<file path="src/rtl/seq_mult_pkg.sv">
// seq_mult_pkg: FSM state type and elaboration-time sizing helpers shared by
// seq_shift_add_mult and mult_pp_sel.
package seq_mult_pkg;

   typedef enum logic [1:0] {
      IDLE = 2'd0,
      BUSY = 2'd1,
      DONE = 2'd2
   } state_t;

   function automatic int clog2(input int value);
      int r;
      r = 0;
      while ((1 << r) < value) r++;
      return (r < 1) ? 1 : r;
   endfunction

   // Number of partial-product cycles needed to cover b_w multiplier bits.
   function automatic int iter_count(input int b_w, input bit radix4);
      return radix4 ? (b_w + 1) / 2 : b_w;
   endfunction

endpackage

</file>
<file path="src/rtl/mult_pp_sel.sv">
// mult_pp_sel: maps the current multiplier digit and the multiplicand to the
// partial product aligned to its digit position. SEQ_MULT_RADIX4_EN selects 2-bit digits.
module mult_pp_sel #(
   parameter int A_W   = 8,
   parameter int P_W   = 16,
   parameter int STEP  = 1,
   parameter int CNT_W = 4
) (
   input  logic [STEP-1:0]  i_digit,
   input  logic [A_W-1:0]   i_a,
`ifdef SEQ_MULT_RADIX4_EN
   input  logic [A_W+1:0]   i_a3,
`endif
   input  logic [CNT_W-1:0] i_cnt,
   output logic [P_W-1:0]   o_pp
);

`ifdef SEQ_MULT_RADIX4_EN
   logic [A_W+1:0] w_mag;

   // Digit value 0..3 selects 0, A, 2A or the precomputed 3A.
   always_comb begin
      w_mag = '0;
      case (i_digit)
         2'd0:    w_mag = '0;
         2'd1:    w_mag = {2'b00, i_a};
         2'd2:    w_mag = {1'b0, i_a, 1'b0};
         2'd3:    w_mag = i_a3;
         default: w_mag = '0;
      endcase
   end
`else
   logic [A_W-1:0] w_mag;

   // Single-bit digit gates the multiplicand.
   always_comb begin
      w_mag = '0;
      if (i_digit[0]) begin
         w_mag = i_a;
      end else begin
         w_mag = '0;
      end
   end
`endif

   assign o_pp = P_W'(w_mag) << (int'(i_cnt) * STEP);

endmodule

</file>
<file path="src/rtl/seq_shift_add_mult.sv">
// seq_shift_add_mult: iterative unsigned shift-add multiplier with valid/ready in and out.
// Define SEQ_MULT_RADIX4_EN to retire two multiplier bits per cycle instead of one.
module seq_shift_add_mult
   import seq_mult_pkg::*;
#(
   parameter int  A_W = 8,
   parameter int  B_W = 8,
   localparam int P_W = A_W + B_W
) (
   input  logic           clk,
   input  logic           rst_n,
   input  logic           in_valid,
   output logic           in_ready,
   input  logic [A_W-1:0] a,
   input  logic [B_W-1:0] b,
   output logic           out_valid,
   input  logic           out_ready,
   output logic [P_W-1:0] p,
   output logic           busy
);

`ifdef SEQ_MULT_RADIX4_EN
   localparam int STEP   = 2;
   localparam bit RADIX4 = 1'b1;
`else
   localparam int STEP   = 1;
   localparam bit RADIX4 = 1'b0;
`endif
   localparam int ITER  = iter_count(B_W, RADIX4);
   localparam int CNT_W = clog2(ITER + 1);
   // An odd B_W is zero-padded up to a whole number of digits.
   localparam int BP_W  = ITER * STEP;
   localparam logic [CNT_W-1:0] LAST_CNT = CNT_W'(ITER - 1);

   state_t           r_state;
   logic [A_W-1:0]   r_a;
   logic [BP_W-1:0]  r_b;
   logic [P_W-1:0]   r_acc;
   logic [CNT_W-1:0] r_cnt;
   logic             r_out_valid;
   logic             r_busy;
   logic             w_in_ready;
   logic             w_accept;
   logic [P_W-1:0]   w_pp;
`ifdef SEQ_MULT_RADIX4_EN
   logic [A_W+1:0]   r_a3;
`endif

   // DONE with out_ready frees the unit on the same edge, so a new pair can enter without a gap.
   assign w_in_ready = (r_state == IDLE) || ((r_state == DONE) && out_ready);
   assign w_accept   = in_valid && w_in_ready;

   mult_pp_sel #(
      .A_W   (A_W),
      .P_W   (P_W),
      .STEP  (STEP),
      .CNT_W (CNT_W)
   ) u_pp_sel (
      .i_digit (r_b[STEP-1:0]),
      .i_a     (r_a),
`ifdef SEQ_MULT_RADIX4_EN
      .i_a3    (r_a3),
`endif
      .i_cnt   (r_cnt),
      .o_pp    (w_pp)
   );

   // Control FSM and datapath registers; r_b shifts so the active digit is always in the LSBs.
   always_ff @(posedge clk or negedge rst_n) begin
      if (!rst_n) begin
         r_state     <= IDLE;
         r_a         <= '0;
         r_b         <= '0;
         r_acc       <= '0;
         r_cnt       <= '0;
         r_out_valid <= 1'b0;
         r_busy      <= 1'b0;
`ifdef SEQ_MULT_RADIX4_EN
         r_a3        <= '0;
`endif
      end else if (w_accept) begin
         r_state     <= BUSY;
         r_a         <= a;
         r_b         <= BP_W'(b);
         r_acc       <= '0;
         r_cnt       <= '0;
         r_out_valid <= 1'b0;
         r_busy      <= 1'b1;
`ifdef SEQ_MULT_RADIX4_EN
         r_a3        <= {2'b00, a} + {1'b0, a, 1'b0};
`endif
      end else begin
         case (r_state)
            BUSY: begin
               r_acc <= r_acc + w_pp;
               r_b   <= r_b >> STEP;
               r_cnt <= r_cnt + CNT_W'(1);
               if (r_cnt == LAST_CNT) begin
                  r_state     <= DONE;
                  r_out_valid <= 1'b1;
                  r_busy      <= 1'b0;
               end
            end
            DONE: begin
               if (out_ready) begin
                  r_state     <= IDLE;
                  r_out_valid <= 1'b0;
               end
            end
            default: begin
               r_state     <= IDLE;
               r_out_valid <= 1'b0;
               r_busy      <= 1'b0;
            end
         endcase
      end
   end

   assign in_ready  = w_in_ready;
   assign out_valid = r_out_valid;
   assign p         = r_acc;
   assign busy      = r_busy;

endmodule

</file>
<file path="config.mk">
export PLATFORM = sky130hd
export DESIGN_NAME = seq_shift_add_mult
export DESIGN_NICKNAME = d
export VERILOG_FILES = /design/src/rtl/seq_mult_pkg.sv /design/src/rtl/mult_pp_sel.sv /design/src/rtl/seq_shift_add_mult.sv
export SDC_FILE = /design/constraint.sdc
export NUM_CORES = 1
export LEC_CHECK = 0
export ABC_AREA = 1
export BUFFER_PORTS_ARGS = -buffer_cell sky130_fd_sc_hd__buf_2
export CAP_MARGIN = 20
export CORE_AREA = 8 8 92 94
export DETAILED_ROUTE_END_ITERATION = 6
export DIE_AREA = 0 0 100 102
export GPL_TIMING_DRIVEN = 0
export MAX_ROUTING_LAYER = met4
export PLACE_DENSITY = 0.68
export SLEW_MARGIN = 10
export SYNTH_ARGS = -nofsm -noshare
export SYNTH_HDL_FRONTEND = slang
export SYNTH_SLANG_ARGS = --single-unit
</file>
<file path="constraint.sdc">
create_clock -name clk -period 2.35 [get_ports clk]
set_input_delay 0.47 -clock clk [delete_from_list [all_inputs] [get_ports clk]]
set_output_delay 0.47 -clock clk [all_outputs]
set_load 0.1 [all_outputs]
</file>
==> results of run 1 <==
worst max-delay path by stage:
stage	cells past startpoint	slack (ns)	end	startpoint
floorplan	7	0.002	p[12]	out_valid
global placement	20	-0.29	p[15]	r_cnt[0]
CTS	18	-0.16	p[15]	r_cnt[0]
global route	18	-0.42	p[15]	r_b[0]
finish	17	-0.28	p[15]	r_b[0]
detailed placement	15	-0.32	p[14]	r_cnt[1]
registers in the layout, indices dropped and copies added, names as in the netlist:
register   cells
p             16
r_b            8
r_a            8
r_state        1
out_valid      1
r_cnt          4
busy           1
final cells by class:
| type | count | area (sq um) | area share (%) |
|---|---|---|---|
| clock buffer | 5 | 68.8 | 1.71 |
| tap | 99 | 124 | 3.08 |
| clock inverter | 3 | 47.5 | 1.18 |
| timing repair buffer | 68 | 453 | 11.3 |
| inverter | 36 | 140 | 3.49 |
| multi-input combinational | 327 | 2070 | 51.6 |
| buffer | 15 | 135 | 3.36 |
| sequential | 39 | 978 | 24.3 |
through the flow:
stage / TNS [ns] / utilization (%)
2_1_floorplan: 0 / -
3_3_place_gp: -2.21 / 46.1
3_5_place_dp: -2.39 / 46.1
4_1_cts: -0.650 / 51.3
5_1_grt: -3.30 / 56.9
6_report: -1.51 / 56.9
synth_stat cells, drive strengths merged, types with 2 or more instances:
library cell	instances	area (sq um)
buf	14	115
o21ai	29	153
o221ai	4	35.0
inv	36	138
a221oi	2	23.8
nand2	154	601
a31oi	2	18.8
dfrtp	39	976
nor2	32	120
o22ai	3	18.8
nand3b	3	26.3
nand3	42	238
nor3	2	15.0
o211ai	3	22.5
ha	16	200
a21oi	25	140
timing repair:
item / 4_1_cts / 5_1_grt
setup endpoints to repair: 12 / 12
resized for setup: 47 / 64
gates cloned: 0 / 1
pin swaps: 28 / 35
buffers inserted: 15 / 14
routing by layer:
| metal | wire length (microns) | part of all wire (%) | vias to the layer above | GRT usage, % |
|---|---|---|---|---|
| met5 | 0 | 0 | - | - |
| met3 | 413 | 4.6 | 18 | 2.11 |
| met4 | 194 | 2.2 | 0 | 7.09 |
| li1 | - | - | 1540 | - |
| met2 | 4420 | 49 | 94 | 28.2 |
| met1 | 3940 | 44 | 1478 | 21.4 |
cell families after synthesis:
family          Yosys count
simple gates            236
compound gates           73
buf+inv                  51
flops                    39
fa+ha+maj                17
xor+xnor                  1
==> flow_summary.yaml, run 1 <==
sta:
  finalHoldViolCount: 0
  rsz0062_at_grt: "yes"
  fmax_mhz: 381
  fin_ws_ns: -0.275
  layout_min_cycle_time_ns: 2.63
  hold_slack_ns: 0.278
  tightest_slew_ns: 0.890
  relSlewSlack_pct: 40.7
  fin_skew_ns: 0.0133
  period_share_pct: 112
  finalMaxSlewViolations: 0
  setup_violations: 10
hold_path:
  hp-class: "in -> async"
outcome:
  violations: "negative setup slack"
  status: "finished with violations"
route:
  wl_per_cell_microns: 15.1
  first_pass_iters: 5
  first_iter_violations: 229
  wirelength_microns: 8970
  route.detailed.drc: 0
  ant_nets: 0
  via_per_inst: 5.29
  dr_total_vias: 3130
logic_synthesis:
  synth_top_family_by_area: "simple AND/OR/NAND/NOR gates"
  synthAdderAreaFrac_pct: 7.49
  synth-seq-cells: 39
  syn-num-nets: 454
  synth_compound_area_share_pct: 15.4
  ys_warn_count: 0
  ys_seq_area_share_pct: 33.2
  synth_edf_count: 0
  synthXorXnorAreaFrac_pct: 0.298
  synthArstFlopShare_pct: 100
  synthCells: 417
  yosys.area_share.simple_pct: 34.9
  avgSynthCellArea_sq_um: 7.05
  synthMuxAreaShare_pct: 0
  synth_ff_type: "dfrtp_1"
  synth_area_sq_um: 2940
  yosysUniqueCellTypes: 44
critical_path:
  cp-end-kind: "register"
  reg2reg_to: "p[15]"
  reg2reg_depth: 17
  cp_max_fo: 6
  worstSetupPathType: "reg -> reg"
  cp_data_arrival_time_ns: 2.82
  crit_path_frequent_cell: "nand2_1"
  crit_family: "simple AND/OR/NAND/NOR gates"
  critPathBufInv: 3
  path_cells: "buf_6, buf_4, nand3_1, nand2_1, nand2_1, a21oi_2, a31oi_4, o22ai_2, ha_4, inv_2, nor3_2, and2_1, nand2_1, nand2_1, nand3_1, nand3_1, nand2_1"
  start_kind: "register"
  required_ns: 2.54
  r2r_start: "r_b[0]"
  critPathSlowestCell: "dfrtp_1"
  slowest_delay_ns: 0.38
  rrSetupSlack_ns: -0.28
placed_design:
  dp_slack_ns: -0.320
  gp_congestion: 0.930
  portBuffers: 38
  place_hpwl_microns: 5860
  dp_cells: 554
  dpl_cell_area_sq_um: 3260
grt:
  grt_pass1_wl_microns: 14000
  grt_usage_pct: 17.3
  grt_max_degree: 40
  grt_overflow: 0
  antenna_found_initial: 0
  grt_pass1_vias: 3065
die:
  initial_core_util_pct: 41.7
  rows: 31
  die_y_microns: 102
  die-area_sq_um: 10200
  ioPinCount: 39
  design.core.area_sq_um: 7060
  die_width_microns: 100
finish:
  n_fill_cell: 657
  nets: 529
  synthToLayoutAreaGrowth_pct: 36.7
  antenna_cells: 0
  layout-drive-gt1-share_pct: 41.0
  layout_common_cells: "nand2_1, buf_2, dfrtp_1, nand3_1, buf_4"
  layout.cells.non_filler: 592
  final_area_sq_um: 4020
  layout_commonest_cell: "nand2_1"
flow_run:
  max_cap_viol_count: 0
clocking:
  clk_pin_slew_ns: 0.10
  cts_buffers: 5
  cts_hold_buf: 0
  cts_sinks: 39
  clock_latency_ns: 0.31
  ctsHtreeMaxLevel: 2
  root_buffer: "clkbuf_8"
  tritoncts: "yes"
  cts_buffer_depth: 2
Power of run 1 is left out: the tool's default activity adds up to more than one toggle a clock period on the data nets, which glitch-free logic cannot reach.
==> run 2, diff against run 1 <==
--- a/config.mk
+++ b/config.mk
@@ -5,15 +5,14 @@
 export SDC_FILE = /design/constraint.sdc
 export NUM_CORES = 1
 export LEC_CHECK = 0
-export ABC_AREA = 1
-export BUFFER_PORTS_ARGS = -buffer_cell sky130_fd_sc_hd__buf_2
 export CAP_MARGIN = 20
-export CORE_AREA = 8 8 92 94
+export CORE_AREA = 8 8 89 91
 export DETAILED_ROUTE_END_ITERATION = 6
-export DIE_AREA = 0 0 100 102
+export DIE_AREA = 0 0 97 99
+export DONT_BUFFER_PORTS = 1
 export GPL_TIMING_DRIVEN = 0
 export MAX_ROUTING_LAYER = met4
-export PLACE_DENSITY = 0.68
+export PLACE_DENSITY = 0.63
 export SLEW_MARGIN = 10
 export SYNTH_ARGS = -nofsm -noshare
 export SYNTH_HDL_FRONTEND = slang
==> run 2 against run 1 <==
- the flow still finishes with violations (negative setup slack)
- global-route usage shrank 0.78 points
- core utilization shrank 2.0 points
- critical path depth shrank 4
- largest cell class unchanged
==> flow_summary.yaml, run 2 <==
route:
  first_iter_violations: 200
  route.detailed.drc: 0
  wirelength_microns: 7880
  wl_per_cell_microns: 19.1
  dr_total_vias: 2472
  first_pass_iters: 4
  via_per_inst: 5.99
  ant_nets: 0
critical_path:
  reg2reg_depth: 13
  start_kind: "register"
  worstSetupPathType: "reg -> reg"
  cp_max_fo: 7
  cp_data_arrival_time_ns: 3.29
  cp-end-kind: "register"
  required_ns: 2.58
die:
  initial_core_util_pct: 41.5
  design.core.area_sq_um: 6570
  die_y_microns: 99
  die_width_microns: 97
  ioPinCount: 39
  die-area_sq_um: 9600
  rows: 30
logic_synthesis:
  synth_most_common_cell: "dfrtp_1"
  synth_area_sq_um: 2730
  avgSynthCellArea_sq_um: 9.09
  synthCells: 300
  synthArstFlopShare_pct: 100
  synth_top_area_share_pct: 35.8
  synth_area_leaders: "dfrtp_1, ha_1, nand2_1"
  synth-seq-cells: 39
  synth_commonest_cells: "dfrtp_1, nand2_1, nor2_1, ha_1, o21ai_1"
  yosysUniqueCellTypes: 50
  synth_ff_type: "dfrtp_1"
  ys_warn_count: 0
  yosysTopAreaCell: "dfrtp_1"
  synth_edf_count: 0
  syn-num-nets: 337
  ys_seq_area_share_pct: 35.8
sta:
  fin_ws_ns: -0.712
  setup_violations: 13
  fmax_mhz: 327
  finalHoldViolCount: 0
  rsz0062_at_grt: "yes"
  relSlewSlack_pct: 31.3
  period_share_pct: 130
  finalMaxSlewViolations: 0
  fin_skew_ns: 0.00413
  layout_min_cycle_time_ns: 3.06
  tightest_slew_ns: 1.03
outcome:
  violations: "negative setup slack"
  status: "finished with violations"
placed_design:
  portBuffers: 0
  dp_slack_ns: -0.799
  place_hpwl_microns: 5240
  dp_cells: 380
  dpl_cell_area_sq_um: 2930
  gp_congestion: 0.907
grt:
  grt_max_degree: 40
  grt_usage_pct: 16.5
  antenna_found_initial: 0
  grt_pass1_wl_microns: 12700
  grt_overflow: 0
  grt_pass1_vias: 2467
finish:
  layout-drive-gt1-share_pct: 35.7
  layout_common_cells: "dfrtp_1, nand2_1, buf_4, o21ai_1"
  layout.cells.non_filler: 413
  synthToLayoutAreaGrowth_pct: 32.2
  antenna_cells: 0
  final_area_sq_um: 3610
  nets: 369
  largest_register_ffs: 16
  layout_commonest_cell: "dfrtp_1"
flow_run:
  max_cap_viol_count: 0
clocking:
  ctsHtreeMaxLevel: 2
  tritoncts: "yes"
  clk_pin_slew_ns: 0.08
  cts_buffers: 5
  cts_buffer_depth: 2
  cts_sinks: 39
  root_buffer: "clkbuf_8"
  clock_latency_ns: 0.30
hold_path:
  hp-class: "in -> async"
[run 2: path summary, 6_finish.rpt]
| check | end | slack [ns] | startpoint |
|---|---|---|---|
| worst min register to register | r_a[6] | 0.51 | r_a[6] |
| worst max-delay path | p[15] | -0.71 | r_cnt[0] |
| max in group asynchronous | out_valid | 2.13 | rst_n |
| worst max register to register | p[15] | -0.71 | r_cnt[0] |
| worst min-delay path | r_a[1] | 0.001 | rst_n |
| min in group clk | out_valid | 0.24 | out_ready |
[run 2: stage by stage]
step                hold WS [ns]  TNS (ns)  utilization, %
floorplan                  0.174     -2.96               -
global placement           0.176     -7.29            44.6
detailed placement         0.176     -7.80            44.6
CTS                       0.0101     -6.19            52.9
global route             0.00943     -8.66            54.9
finish                   0.00140     -6.78            54.9
[run 2: final cells by class]
| type | instances | area [sq um] |
|---|---|---|
| well taps | 80 | 100 |
| clock buffers | 6 | 82.6 |
| multi-input cells | 230 | 2000 |
| inverters | 14 | 52.6 |
| fillers | 574 | 2960 |
| flip-flops and latches | 39 | 980 |
| clock inverters | 2 | 35.0 |
| repair buffers | 25 | 239 |
| plain buffers | 17 | 120 |
[run 2: routing by layer]
| metal | up-vias | wire, microns | track usage, % | share of wire, % |
|---|---|---|---|---|
| met5 | - | 0 | - | 0 |
| met2 | 69 | 3950 | 28.1 | 50 |
| met4 | 0 | 129 | 4.97 | 1.6 |
| li1 | 1158 | - | - | - |
| met1 | 1234 | 3430 | 19.2 | 44 |
| met3 | 11 | 375 | 3.43 | 4.8 |
[run 2: critical path, stage by stage (launching register included)]
cell,delay (ns)
dfrtp_1,0.39
buf_6,0.14
buf_8,0.13
or3b_4,0.38
mux2_4,0.30
o22ai_4,0.20
ha_4,0.23
a21o_1,0.16
a211oi_2,0.25
nand3_1,0.12
o221ai_2,0.26
xor2_2,0.23
a21oi_2,0.08
o22ai_1,0.10
[run 2: cell families (layout without fill, tap and decap cells)]
family                   count (synthesis)  count (layout)  synth area share [%]
AND/OR/NAND/NOR                         91              91                  15.7
AO/OA/AOI/OAI                           86              86                  22.3
flip-flops                              39              39                  35.8
buffers and inverters                   31              64                  4.68
multiplexers                            24              24                  9.59
adder cells (fa/ha/maj)                 17              17                  8.07
XOR/XNOR                                12              12                  3.85
[run 2: what timing repair did]
item | in CTS | in global routing
hold buffers | 1 | 0
buffers inserted | 19 | 5
gates resized for setup | 49 | 27
pin swaps | 26 | 20
endpoints found under the hold margin | 39 | 0
setup endpoints to repair | 23 | 19
gates cloned | 0 | 0
Power of run 2 is left out for the same reason.
